`src/rtl/count_divider_mc.sv`:
```
// count_divider_mc: independent per-channel programmable clock dividers with toggle or pulse output
module count_divider_mc #(
  parameter int WIDTH    = 7,
  parameter int CHANNELS = 2
) (
  input  logic                      clock,
  input  logic                      reset_n,
  input  logic [CHANNELS-1:0]       load,
  input  logic [CHANNELS-1:0]       enable,
  input  logic [CHANNELS-1:0]       mode,
  input  logic [CHANNELS*WIDTH-1:0] period,
  output logic [CHANNELS*WIDTH-1:0] count,
  output logic [CHANNELS-1:0]       tc,
  output logic [CHANNELS-1:0]       result
);
  typedef enum logic {IDLE, RUN} state_t;

  for (genvar c = 0; c < CHANNELS; c++) begin : g_ch
    state_t           state;
    logic [WIDTH-1:0] cnt;
    logic [WIDTH-1:0] shadow;
    logic [WIDTH-1:0] p;
    logic             tc_r;
    logic             res_r;

    assign p = period[c*WIDTH +: WIDTH];
    assign count[c*WIDTH +: WIDTH] = cnt;
    assign tc[c] = tc_r;
    assign result[c] = res_r;

    // Channel FSM: load restarts from the live period; a zero count reloads from the live period and fires tc
    always_ff @(posedge clock or negedge reset_n) begin
      if (!reset_n) begin
        state  <= IDLE;
        cnt    <= '0;
        shadow <= '0;
        tc_r   <= 1'b0;
        res_r  <= 1'b0;
      end else if (load[c]) begin
        state  <= RUN;
        cnt    <= p;
        shadow <= p;
        tc_r   <= 1'b0;
      end else if (state == RUN) begin
        if (!enable[c]) begin
          tc_r <= 1'b0;
        end else if (cnt == '0) begin
          cnt    <= p;
          shadow <= p;
          tc_r   <= 1'b1;
          res_r  <= mode[c] ? 1'b1 : ~res_r;
        end else begin
          cnt   <= cnt - 1'b1;
          tc_r  <= 1'b0;
          res_r <= mode[c] ? 1'b0 : res_r;
        end
      end
    end

    // The running count never exceeds the period it was started from
    a_bound: assert property (@(posedge clock) disable iff (!reset_n) cnt <= shadow);
  end
endmodule

```
`config.mk`:
```
export PLATFORM = sky130hd
export DESIGN_NAME = count_divider_mc
export DESIGN_NICKNAME = d
export VERILOG_FILES = /design/src/rtl/count_divider_mc.sv
export SDC_FILE = /design/constraint.sdc
export NUM_CORES = 1
export LEC_CHECK = 0
export ABC_AREA = 1
export ABC_CLOCK_PERIOD_IN_PS = 3200
export CAP_MARGIN = 10
export CELL_PAD_IN_SITES_DETAIL_PLACEMENT = 0
export CELL_PAD_IN_SITES_GLOBAL_PLACEMENT = 2
export CORE_MARGIN = 2
export CORE_UTILIZATION = 27
export DETAILED_ROUTE_END_ITERATION = 12
export GPL_TIMING_DRIVEN = 0
export HOLD_SLACK_MARGIN = 0.1
export PLACE_DENSITY = 0.82
export SYNTH_ARGS = -nofsm -noshare
export SYNTH_HDL_FRONTEND = slang
export SYNTH_SLANG_ARGS = --single-unit
```
`constraint.sdc`:
```
create_clock -name clock -period 3.2 [get_ports clock]
set_clock_uncertainty 0.05 [all_clocks]
set_input_delay 0.64 -clock clock [delete_from_list [all_inputs] [get_ports clock]]
set_output_delay 0.64 -clock clock [all_outputs]
set_load 0.05 [all_outputs]
```
==> impl_metrics.ini <==
[run]
cap_viol_max_count = 0

[critical_path]
crit_type = flip-flop to output port
slowest_delay_ps = 850
cp-end-kind = output port
crit_slowest_cell = clkdlybuf4s50_1
critPathBufInv = 1
critPathArrivalTime_ps = 1590
startpoint_type = flip-flop
cp_max_fo = 6
crit_family = buffers and inverters
path_cells = clkdlybuf4s50_1
worst_ep_required_time_ps = 2510

[run_status]
status = completed

[yosys]
synth.area.mux_share_pct = 0
yosysSeqAreaShare_pct = 36.4
synth_adder_area_share_pct = 3.64
synth_top_family_by_area = simple AND/OR/NAND/NOR gates
postSynthAreaPerCell_um2 = 6.94
synth-simple-area-share_pct = 41.5
synth-compound-area-share_pct = 4.00
ys_ff_latch = 20
ys_types = 22
synthesis.nets = 224
ys_warn_count = 0
synthXorXnorAreaFrac_pct = 2.55
syn_inst = 198
syn_area_um2 = 1380

[layout]
antenna_cells = 0
area_growth_pct = 37.5
fin_nets = 268
fillers = 544
drive_above_1_share_pct = 9.17
final_core_util_pct = 39.2

[grt]
antenna_found_initial = 0
first_global_vias = 1197
overflow = 0
grt_pass1_wl_um = 5560
grt_max_degree = 21
groute.usage.overall_pct = 12.8

[detailed_routing]
drtAntennaViolNets = 0
routedWlPerCell_um = 11.0
drt_first_pass_iters = 4
first_iter_violations = 16
drc = 0
wl_um = 3370
vias = 1311
routed_via_density = 4.27

[clock_network]
tritoncts = yes
cts.repair.resized = 0
post-cts-setup-buffers = 0
clockRootBuffer = clkbuf_8
htreeDepth = 1
insertion_delay_ps = 260
clock-sinks = 20
cts_buffers = 3
clk_pin_slew_ps = 80
cts_hold_buffers = 0
cts_max_path_buffers = 2

[power]
static-leakage-power_nw = 0.930
power.switching_mw = 0.384
p_int_mw = 0.512
clockPowerShare_pct = 18.9
power_density_nw_per_um2 = 474
sw_frac_of_total_pct = 42.8
power_frac_comb_pct = 43.8
p_seq_share_pct = 37.3
ir_drop_mv = 0.369

[die]
die_w_um = 75.4
core_area_um2 = 4820
ios = 40
row_count = 25
die_h_um = 75.4
start_util_pct = 28.5
die-area_um2 = 5680

[timing]
setup_viol = 0
post-route-period-util_pct = 71.2
timing.fmax_mhz = 439
worst_pin_slew_ps = 1010
slew_headroom_pct = 32.8
rsz0062_at_grt = false
slew_violations = 0
min_period_ps = 2280
fin_setup_tns_ps = 0
finalHoldViolCount = 0

[placed_design]
gp_congestion = 0.730
dpl.hpwl_um = 2550
io_buffers = 39

[min_path]
hold_path_class = flip-flop to flip-flop
[layout by cell type, fill, tap and decap left out]
master and instances:
clkbuf_8 3, dfrtp_1 20, or2_2 2, a21oi_1 4, o21ai_1 4, nor2_4 2, nand3b_1 1, clkdlybuf4s50_1 39
nand2_2 2, o21ai_0 3, inv_4 1, nand3_4 2, nand3_1 26, inv_1 32, inv_2 2, nor2_1 12
nor2_2 2, ha_1 4, nand4_1 4, xnor2_1 4, nand2_1 64, nand2_4 2, buf_4 4, nor3_1 1
[final cells by class]
type                       instances  area [µm²]  area share, %
buffer                             4        30.0           1.59
clock buffer                       3        41.3           2.18
inverter                          35         134           7.08
multi-input combinational        139         711           37.6
sequential                        20         500           26.5
tap                               67        83.8           4.43
timing repair buffer              39         390           20.6
[through the flow]
| stage | total power, mW | hold WS, ps | std cells | worst slack [ps] | instance area [µm²] |
|---|---|---|---|---|---|
| finish | 0.896 | 424 | 307 | 920 | 1890 |
| global route | 0.960 | 450 | 307 | 855 | 1890 |
| CTS | 0.915 | 428 | 307 | 897 | 1890 |
| detailed placement | 0.737 | 410 | 304 | 1080 | 1850 |
| global placement | 0.738 | 410 | 304 | 1080 | 1850 |
| floorplan | 0.599 | 294 | 198 | 1450 | 1380 |
[power groups by stage]
stage | clock network (mW) | registers (mW) | logic, mW
finish | 0.169 | 0.334 | 0.393
global route | 0.189 | 0.341 | 0.430
CTS | 0.182 | 0.336 | 0.398
detailed placement | 0 | 0.340 | 0.396
global placement | 0 | 0.343 | 0.396
floorplan | 0 | 0.438 | 0.161
[worst register-to-register path: stages, from the launching register on]
cell and delay [ps]:
dfrtp_1 410, inv_1 180, ha_1 200, inv_1 40, nor2_1 150, nand3_4 120
nand2_4 130, inv_2 80, nor2_1 110, o21ai_1 60
[kinds of logic after synthesis]
family / after synthesis
buffers and inverters: 39
adder cells (fa/ha/maj): 4
flip-flops: 20
AND/OR/NAND/NOR: 120
XOR/XNOR: 4
AO/OA/AOI/OAI: 11
[cells in the mapped netlist (all sizes together)]
master,count,area share [%]
dfrtp,20,36
ha,4,3.6
or2,2,0.91
nor2,16,5.8
nor3,1,0.36
o21ai,7,2.5
xnor2,4,2.5
inv,35,9.7
a21oi,4,1.5
nand2,68,20
nand4,4,1.8
nand3b,1,0.55
buf,4,2.2
nand3,28,12
[state kept, by name (all words and copies together), names as in the netlist]
| name | cells |
|---|---|
| g_ch.cnt | 14 |
| g_ch.res_r | 2 |
| g_ch.state | 2 |
| g_ch.tc_r | 2 |
[worst paths after layout]
path / from / endpoint / slack [ps] / depth (start not counted)
setup / recovery: g_ch[1].cnt[3]$_DFFE_PN0P_ / count[10] / 920 / 1
hold / removal: g_ch[1].state$_DFFE_PN0P_ / g_ch[1].state$_DFFE_PN0P_ / 420 / 1
setup reg to reg: g_ch[1].cnt[0]$_DFFE_PN0P_ / g_ch[1].cnt[0]$_DFFE_PN0P_ / 1570 / 9
hold reg to reg: g_ch[1].state$_DFFE_PN0P_ / g_ch[1].state$_DFFE_PN0P_ / 420 / 1
max in group asynchronous: reset_n / g_ch[0].cnt[0]$_DFFE_PN0P_ / 1610 / 1
min in group asynchronous: reset_n / g_ch[1].res_r$_DFFE_PN0P_ / 880 / 1
[metal layers]
layer / GRT usage, % / wire length, µm / vias to the layer above
li1: - / - / 697
met1: 15.8 / 1530 / 582
met2: 22.9 / 1610 / 30
met3: 3.57 / 208 / 2
met4: 1.75 / 18 / 0
met5: 0 / 0 / -
Power figures use the tool's default switching activity.
